**src/rtl/ram16k_arbiter.sv**
```systemverilog
// Two-port arbiter in front of a single-port RAM16K: port 0 (CPU) has priority,
// port 1 (DMA/IO) is protected from starvation and may lock the RAM for short bursts.
module ram16k_arbiter #(
  parameter int ADDR_W   = 14,
  parameter int DATA_W   = 16,
  parameter int MAX_WAIT = 4,
  parameter int MAX_LOCK = 8
) (
  input  logic              clk,
  input  logic              reset,

  input  logic              req0,
  input  logic              we0,
  input  logic [ADDR_W-1:0] addr0,
  input  logic [DATA_W-1:0] wdata0,
  output logic              gnt0,
  output logic [DATA_W-1:0] rdata0,
  output logic              rvalid0,

  input  logic              req1,
  input  logic              we1,
  input  logic [ADDR_W-1:0] addr1,
  input  logic [DATA_W-1:0] wdata1,
  input  logic              lock1,
  output logic              gnt1,
  output logic [DATA_W-1:0] rdata1,
  output logic              rvalid1,

  output logic              mem_load,
  output logic [ADDR_W-1:0] mem_address,
  output logic [DATA_W-1:0] mem_in,
  input  logic [DATA_W-1:0] mem_out
);

  typedef enum logic {ARB, LOCK1} state_t;

  localparam logic [3:0] WAIT_LIMIT = 4'(MAX_WAIT);
  localparam logic [7:0] LOCK_LIMIT = 8'(MAX_LOCK);

  state_t     state, state_nx;
  logic [3:0] wait_cnt, wait_nx;
  logic [7:0] lock_cnt, lock_nx;

  // NOTE: every output of a combinational block gets a default first, so no path
  // leaves a signal unassigned and no latch is inferred.
  always_comb begin
    gnt0     = 1'b0;
    gnt1     = 1'b0;
    state_nx = state;
    lock_nx  = lock_cnt;

    unique case (state)
      ARB: begin
        if (req1 && wait_cnt == WAIT_LIMIT) gnt1 = 1'b1;
        else if (req0)                      gnt0 = 1'b1;
        else if (req1)                      gnt1 = 1'b1;
        // A single-grant lock limit is exhausted by this grant, so stay in ARB.
        if (gnt1 && lock1 && MAX_LOCK > 1) begin
          state_nx = LOCK1;
          lock_nx  = 8'd1;
        end
      end
      LOCK1: begin
        if (req1) begin
          gnt1    = 1'b1;
          lock_nx = lock_cnt + 8'd1;
          if (!lock1 || lock_nx == LOCK_LIMIT) begin
            state_nx = ARB;
            lock_nx  = 8'd0;
          end
        end else begin
          // Port 1 went idle: port 0 is served this very cycle.
          gnt0     = req0;
          state_nx = ARB;
          lock_nx  = 8'd0;
        end
      end
      default: begin
        state_nx = ARB;
        lock_nx  = 8'd0;
      end
    endcase

    if (reset) begin
      gnt0 = 1'b0;
      gnt1 = 1'b0;
    end
  end

  always_comb begin
    if (!req1 || gnt1)             wait_nx = 4'd0;
    else if (wait_cnt < WAIT_LIMIT) wait_nx = wait_cnt + 4'd1;
    else                           wait_nx = wait_cnt;
  end

  always_comb begin
    mem_load    = 1'b0;
    mem_address = '0;
    mem_in      = '0;
    if (gnt0) begin
      mem_load    = we0;
      mem_address = addr0;
      mem_in      = wdata0;
    end else if (gnt1) begin
      mem_load    = we1;
      mem_address = addr1;
      mem_in      = wdata1;
    end
  end

  // NOTE: sequential state uses non-blocking assignments so every register samples
  // the pre-edge values of its peers, independent of statement order.
  always_ff @(posedge clk or posedge reset) begin
    if (reset) begin
      state    <= ARB;
      wait_cnt <= 4'd0;
      lock_cnt <= 8'd0;
      rdata0   <= '0;
      rdata1   <= '0;
      rvalid0  <= 1'b0;
      rvalid1  <= 1'b0;
    end else begin
      state    <= state_nx;
      wait_cnt <= wait_nx;
      lock_cnt <= lock_nx;
      rvalid0  <= gnt0 && !we0;
      rvalid1  <= gnt1 && !we1;
      if (gnt0 && !we0) rdata0 <= mem_out;
      if (gnt1 && !we1) rdata1 <= mem_out;
    end
  end

endmodule
```
**config.mk**
```make
export PLATFORM = sky130hd
export DESIGN_NAME = ram16k_arbiter
export DESIGN_NICKNAME = d
export VERILOG_FILES = /design/src/rtl/ram16k_arbiter.sv
export SDC_FILE = /design/constraint.sdc
export NUM_CORES = 1
export LEC_CHECK = 0
export CORE_AREA = 5 5 89 91
export CTS_BUF_LIST = sky130_fd_sc_hd__clkbuf_16
export CTS_CLUSTER_DIAMETER = 150
export CTS_CLUSTER_SIZE = 20
export DETAILED_ROUTE_END_ITERATION = 10
export DIE_AREA = 0 0 94 96
export DONT_BUFFER_PORTS = 1
export GPL_TIMING_DRIVEN = 0
export MAX_ROUTING_LAYER = met4
export PLACE_DENSITY = 0.57
export RECOVER_POWER = 100
export SLEW_MARGIN = 20
export SYNTH_ARGS = -nofsm -noshare
export SYNTH_HDL_FRONTEND = slang
export SYNTH_SLANG_ARGS = --single-unit
```
**constraint.sdc**
```tcl
create_clock -name clk -period 5 [get_ports clk]
set_clock_uncertainty 0.15 [all_clocks]
set_input_delay 1.25 -clock clk [delete_from_list [all_inputs] [get_ports clk]]
set_output_delay 1.25 -clock clk [all_outputs]
set_load 0.02 [all_outputs]
```
**After elaboration in Yosys (flattened, before gate mapping)**

Cells that the tools add are included.
Widths: inputs -> output; s select.

- Bits in writable memories: 0
- Bits in read-only memories: 0
- Latch bits: 0
- Output and inout bits: 67
- Bits in registers: 47
- Memories: 0

- Multiply operators: 0
- Order comparisons: 1
- Bitwise logic cells: 1
- Mux-type cells: 27
- Divide/modulo/power cells: 0
- Reductions and logical operators: 11
- Shift-type cells: 0
- Equality and inequality tests: 3
- Add/sub/neg operators: 2

Operator list:

| kind | count |
|---|---|
| $mux 16 | 2 |
| $mux 14 | 2 |
| $mux 8 | 3 |
| $pmux 8 s2 | 1 |
| $mux 1 | 14 |
| $add 8x1->8 const B | 1 |
| $eq 8x4->1 const B | 1 |
| $mux 4 | 2 |
| $pmux 1 s2 | 3 |
| $add 4x1->4 const B | 1 |
| $eq 4x3->1 const B | 1 |
| $logic_and 1x1->1 | 4 |
| $logic_not 1->1 | 4 |
| $lt 4x3->1 const B | 1 |
| $logic_or 1x1->1 | 2 |
| $ne 2x2->1 const B | 1 |
| $reduce_bool 2->1 | 1 |
| $not 1->1 | 1 |

**Depth between registers and ports, before layout**

- Word-level depth: 8
- Gate-level depth with buffers: 8
- Gate-level depth less buffers: 7

**Worst setup path before layout**

OpenSTA, ideal clock, no wires.

- Path kind: in2out
- From: in reset
- To: out mem_address[10]
- Data required time: 3600 ps
- Stages on the path: 4
- Arrival time: 3323 ps
- Path slack: 277 ps
- Buffers on the path: 1
- Cells stage by stage: inv_1 -> o211a_4 -> clkbuf_1 -> a22o_1

- Longest elaborated chain between the ends: 3
- Elaborated cells between the ends (all ways): 4
- Classes of those cells: mux (4)

Ends and longest elaborated chain:

| item | line | RTL |
|---|---|---|
| start: declaration | 10 | `input logic reset,` |
| $mux 1 | 84 | `if (reset) begin` |
| via gnt1 | 25 | `output logic gnt1,` |
| $mux 14 | 104 | `end else if (gnt1) begin` |
| $mux 14 | 100 | `if (gnt0) begin` |
| end: declaration | 30 | `output logic [ADDR_W-1:0] mem_address,` |

The timed path passes the listed nets, and every way through them passes these cells.

**Worst setup path after layout**

- From: in reset
- To: out mem_address[5]

- Elaborated cells between the ends (all ways): 4
- Classes of those cells: mux (4)

RTL lines:

| item | line | RTL |
|---|---|---|
| $mux 1 | 84 |  |
| via gnt0 | 16 | `output logic gnt0,` |
| $mux 14 | 100 |  |

The timed path passes the listed nets, and every way through them passes these cells.

==> flow_summary_export.csv <==
group,metric,value,unit
floorplan,pin_count,150,
global_routing,grt_pass1_wl,8811,microns
timing,relSlewSlack,-0.7754,%
global_routing,antenna_found_initial,0,
run,cap_violations,1,
synth,synth_area_leaders,"dfrtp_1, a22o_1, mux2_2",
synth,synthFlopType,"dfrtp_1",
power_and_ir_drop,ir_drop,0.0001818,V
synth,ys_ff_latch,47,
timing,hold-worst-slack,0.3613,ns
power_and_ir_drop,swShare,29.90,%
placement,preCtsSetupSlack,0.8062,ns
status,status,"finished with violations",
cts,cts_hold_buf,0,
floorplan,dieArea,0.009024,sq mm
setup_path,start_kind,"input pin",
synth,synthTopCellsByCount,"dfrtp_1, a22o_1, mux2_2, o21ai_0, nand2_1",
finish,drive_above_1_share,18.54,%
power_and_ir_drop,p_seq_share,50.5,%
finish,antenna_cells,0,
synth,yosysUniqueCellTypes,36,
floorplan,start_util,33.82,%
power_and_ir_drop,internal-power,0.8028,mW
placement,port_buffers,0,
synth,syn_nets,282,
setup_path,crit_path_max_fanout,22,
floorplan,row_count,31,
route,viasPerCell,5.349,
route,antenna_left,0,
global_routing,grt_max_degree,29,
synth,async_reset_ff_share,100.0,%
global_routing,grt_pass1_vias,1694,
floorplan,die_h,96,microns
route,vias,1626,
route,wire_per_inst,19.13,microns
timing,fin_ws,0.6715,ns
timing,worst_slew_pin_slew,1.512,ns
timing,finalSetupViolCount,0,
cts,cts.sinks,47,
setup_path,r2r_setup_slack,2.16,ns
cts,cts_resized,0,
power_and_ir_drop,clkPwrFrac,36.8,%
synth,synth_area,0.002387,sq mm
power_and_ir_drop,p_per_area,435.8,mW/mm^2
synth,avgSynthCellArea,12.18,sq um
min_path,hold_path_class,"flip-flop to flip-flop",
finish,final_nets,290,
status,violations,"max-capacitance violations, max-slew violations",
cts,cts_buffer_depth,2,
cts,post_cts_buffers,0,
power_and_ir_drop,combPwrFrac,12.7,%
timing,rsz0062_at_grt,"no",
cts,cts.htree.levels,2,
cts,cts_root_buffer,"clkbuf_16",
route,first_pass_iters,4,
finish,area_growth,10.06,%
setup_path,critPathKind,"input pin to primary output",
setup_path,end_kind,"primary output",
synth,synth_top_area_cell,"dfrtp_1",
floorplan,die_x,94,microns
synth,ys_seq_area_share,49.27,%
route,finalWirelength,5814,microns
global_routing,grt_usage,13.04,%
cts,clkTransAtPathRegs,0.06,ns
floorplan,design.core.area,0.007059,sq mm
power_and_ir_drop,leakagePower,1.143,nW
timing,min_period,4.329,ns
setup_path,required,3.60,ns
synth,synth_edf_count,0,
timing,hold_viol_final,0,
setup_path,worstPathArrival,2.93,ns
finish,final_util,37.22,%
route,drt_iter0_drc,55,
cts,cts_buffers,5,
synth,synth_cells,196,
power_and_ir_drop,finalPower,1.145,mW
timing,slew_viol_final,29,
synth,synth.top_cell.area_share,49.27,%
synth,yosysMostFrequentCell,"dfrtp_1",
timing,final.setup.tns,0,ns
power_and_ir_drop,netSwitchingPower,0.3424,mW
global_routing,overflow,0,
synth,ys_warn_count,0,
cts,cts_tree,"built",
route,drc,0,
timing,max_freq,231.0,MHz
timing,min_period_over_period,86.57,%
placement,place_hpwl,4679,microns
placement,gp_congestion,0.7953,
cts,clk_latency,0.28,ns
==> registers in the layout, summed over array words and instances, names as in the netlist <==
name	cells
state	1
wait_cnt	4
rdata1	16
rvalid0	1
rdata0	16
rvalid1	1
lock_cnt	8
==> kinds of logic (layout without fill, tap and decap cells) <==
group                    count (synthesis)  after routing  synth area share (%)
multiplexers                            32             32                 16.51
adder cells (fa/ha/maj)                  3              3                 1.572
XOR/XNOR                                 3              3                 1.101
AND/OR/NAND/NOR                         36             36                 7.967
AO/OA/AOI/OAI                           57             57                 18.92
flip-flops                              47             47                 49.27
buffers and inverters                   18             27                 4.664
==> routing by layer <==
| layer | wire, microns | global-route usage [%] | part of all wire [%] |
|---|---|---|---|
| met1 | 2267 | 15.48 | 39 |
| met2 | 3064 | 22.12 | 53 |
| met3 | 459 | 3.987 | 7.9 |
| met4 | 22 | 2.527 | 0.38 |
| met5 | 0 | - | 0 |
==> through the flow <==
step | instance area, sq um | instances
6_report | 2628 | 304
5_1_grt | 2628 | 304
3_5_place_dp | 2531 | 296
3_3_place_gp | 2511 | 295
2_1_floorplan | 2387 | 196
4_1_cts | 2720 | 304
==> layout make-up <==
class,count,area [sq um]
plain buffers,12,56.30
clock buffers,5,125.1
clock inverters,3,63.81
fillers,720,4432
inverters,6,22.52
multi-input cells,131,1056
flip-flops and latches,47,1176
well taps,99,123.9
repair buffers,1,3.754
==> cell usage in the layout (no fill, tap or decap), types with 5 or more instances in the layout <==
cell	count
a22o_1	32
clkbuf_1	10
clkbuf_16	5
dfrtp_1	47
inv_1	6
mux2_1	9
mux2_2	22
nand2_1	11
nand3_1	5
nor2_1	8
o21ai_0	12
==> power groups by stage <==
| stage | Sequential [mW] | Combinational, mW | Clock [mW] |
|---|---|---|---|
| 6_report | 0.579 | 0.145 | 0.422 |
| 4_1_cts | 0.582 | 0.167 | 0.431 |
| 3_5_place_dp | 0.589 | 0.167 | 0 |
| 3_3_place_gp | 0.587 | 0.161 | 0 |
| 2_1_floorplan | 0.569 | 0.146 | 0 |
| 5_1_grt | 0.589 | 0.164 | 0.448 |
==> final timing paths <==
kind,startpoint,end,cells after the start
max in group asynchronous,reset,rdata0[4],2
min reg2reg,lock_cnt[7],lock_cnt[7],1
max,reset,mem_address[5],5
max reg2reg,wait_cnt[0],rdata1[6],8
min in group asynchronous,reset,wait_cnt[2],1
min,lock_cnt[7],lock_cnt[7],1
==> critical path, stage by stage <==
cell and delay (ns):
inv_2 0.32, and3_1 0.23, clkbuf_1 0.22, clkbuf_1 0.50, a22o_1 0.40
Note: power is estimated with default switching activity, not from simulation.
==> patch: new RTL, same flow settings <==
The parameter `ADDR_W` goes from 14 to 13.
--- a/src/rtl/ram16k_arbiter.sv
+++ b/src/rtl/ram16k_arbiter.sv
@@ -1,7 +1,7 @@
 // Two-port arbiter in front of a single-port RAM16K: port 0 (CPU) has priority,
 // port 1 (DMA/IO) is protected from starvation and may lock the RAM for short bursts.
 module ram16k_arbiter #(
-  parameter int ADDR_W   = 14,
+  parameter int ADDR_W   = 13,
   parameter int DATA_W   = 16,
   parameter int MAX_WAIT = 4,
   parameter int MAX_LOCK = 8
Ports: changed (resized addr0, addr1 and mem_address); port bits go from 150 to 147. The function was not compared with the original's and may differ.
==> patch against the unedited design <==
Worst hold slack better by 0.023 ns; synthesized area is 3.8% lower; utilization down 0.62 points; design area fell by 1.7%; routed wire length increased by 6.2%; setup slack worse by 0.26 ns; cell count decreased by 0.99%; power is 3.0% lower; via count increased by 1.5%; clock power shrank 8.5%; sequential cell count stayed put; critical path type unchanged; largest power group unchanged.
==> patch: results (changes against the unedited design) <==
qor: synthesis.syn_area_per_cell 11.9 µm² [was 12.2 µm²]
qor: min_path.hold-path-cell-count 1 [unchanged]
qor: critical_path.worst-path-max-fanout 10 [was 22]
qor: detailed_routing.m1WireLength 2160 µm [was 2270 µm]
qor: pwr.power.share.combinational 0.133 [was 0.127]
qor: placement.dpl_cell_area 2440 µm² [was 2530 µm²]
qor: layout.finalNonFillerCells 301 [was 304]
qor: timing.fin_crit_sh 0.918 [was 0.866]
qor: detailed_routing.wl_met2 3270 µm [was 3060 µm]
qor: timing.worst_hold_margin 0.384 ns [was 0.361 ns]
qor: critical_path.worst_setup_path_startpoint req0 [was reset]
qor: detailed_routing.drt_wirelength 6180 µm [was 5810 µm]
qor: synthesis.share_of_the_yosys_chip_area_belonging_to_registers 0.512 [was 0.493]
qor: placement.hpwl_after_detailed_placement 4920 µm [was 4680 µm]
qor: placement.dp_worst_setup_slack 0.407 ns [was 0.806 ns]
qor: critical_path.crit_family compound AO/OA/AOI/OAI gates [was buffers and inverters]
qor: min_path.hold_path_startpoint lock_cnt[7]$_DFFE_PP0P_ [unchanged]
qor: layout.final_nets 285 [was 290]
qor: global_route.grtUsageMet2 0.235 [was 0.221]
qor: synthesis.unique_masters_post_synth 34 [was 36]
qor: critical_path.timing.reg2reg.setup_slack 2.02 ns [was 2.16 ns]
qor: global_route.grt_max_degree 27 [was 29]
qor: clock_tree.cts_max_path_buffers 2 [unchanged]
qor: detailed_routing.drt_iter0_markers 98 [was 55]
qor: synthesis.mappedNetlistNets 277 [was 282]
qor: layout.layout-drive-gt1-share 0.228 [was 0.185]
qor: timing.worst_slew_pin_slew 0.768 ns [was 1.51 ns]
qor: status.outcome finished clean [was finished with violations]
qor: detailed_routing.detailroute.wirelength.met3 652 µm [was 459 µm]
qor: global_route.grt_pass1_wl 8930 µm [was 8810 µm]
qor: critical_path.worst-endpoint-arrival 3.19 ns [was 2.93 ns]
qor: pwr.power.static_leakage 1.07 nW [was 1.14 nW]
qor: critical_path.timing.reg2reg.worst_path_depth 9 [was 8]
qor: global_route.grt_antenna_before_repair 0 [unchanged]
qor: critical_path.slowest_stage_delay_cp 0.54 ns [was 0.50 ns]
qor: pwr.switchingPower 0.353 mW [was 0.342 mW]
qor: pwr.maximum_ir_drop_on_the_vdd_rail 0.000157 V [was 0.000182 V]
qor: detailed_routing.num_vias 1,650 [was 1,626]
qor: placement.gp_congestion 0.825 [was 0.795]
qor: critical_path.reg_to_reg_end rdata1[15]$_DFFE_PP0P_ [was rdata1[6]$_DFFE_PP0P_]
qor: global_route.grt_util_met3 0.0516 [was 0.0399]
qor: global_route.gr-usage-met1 0.133 [was 0.155]
qor: global_route.gr-usage-all-layers 0.134 [was 0.130]
qor: synthesis.leading_cell_types_by_total_area_after_synthesis dfrtp_1 (51%), mux2_2 (15%), a22o_1 (11%) [was dfrtp_1 (49%), a22o_1 (12%), mux2_2 (11%)]
qor: global_route.grt_pass1_vias 1,666 [was 1,694]
patch: cells by family after synthesis:
family / Yosys count / share of synthesized area
AOI/OAI and AO/OA: 55 / 0.195
xor gates and xnor gates: 2 / 0.00763
adders and majority gates: 3 / 0.0164
buffers and inverters: 18 / 0.0381
DFF: 47 / 0.512
muxes: 32 / 0.157
and+or+nand+nor: 36 / 0.0741
patch: area by class of cell:
type                            count  area [µm²]
Multi-Input combinational cell    128        1010
Buffer                             13        63.8
Clock inverter                      3        46.3
Tap cell                           99         124
Fill cell                         718        4480
Timing Repair Buffer                1        20.0
Clock buffer                        5         125
Inverter                            5        18.8
Sequential cell                    47        1180
patch: worst max-delay path by stage:
stage	endpoint	slack [ns]	depth (start not counted)
after floorplan	mem_address[10]	0.17	5
after global placement	mem_address[5]	-0.46	5
after detailed placement	mem_address[5]	0.41	6
after CTS	mem_address[5]	0.41	6
after global routing	mem_load	0.13	6
final	mem_load	0.41	6
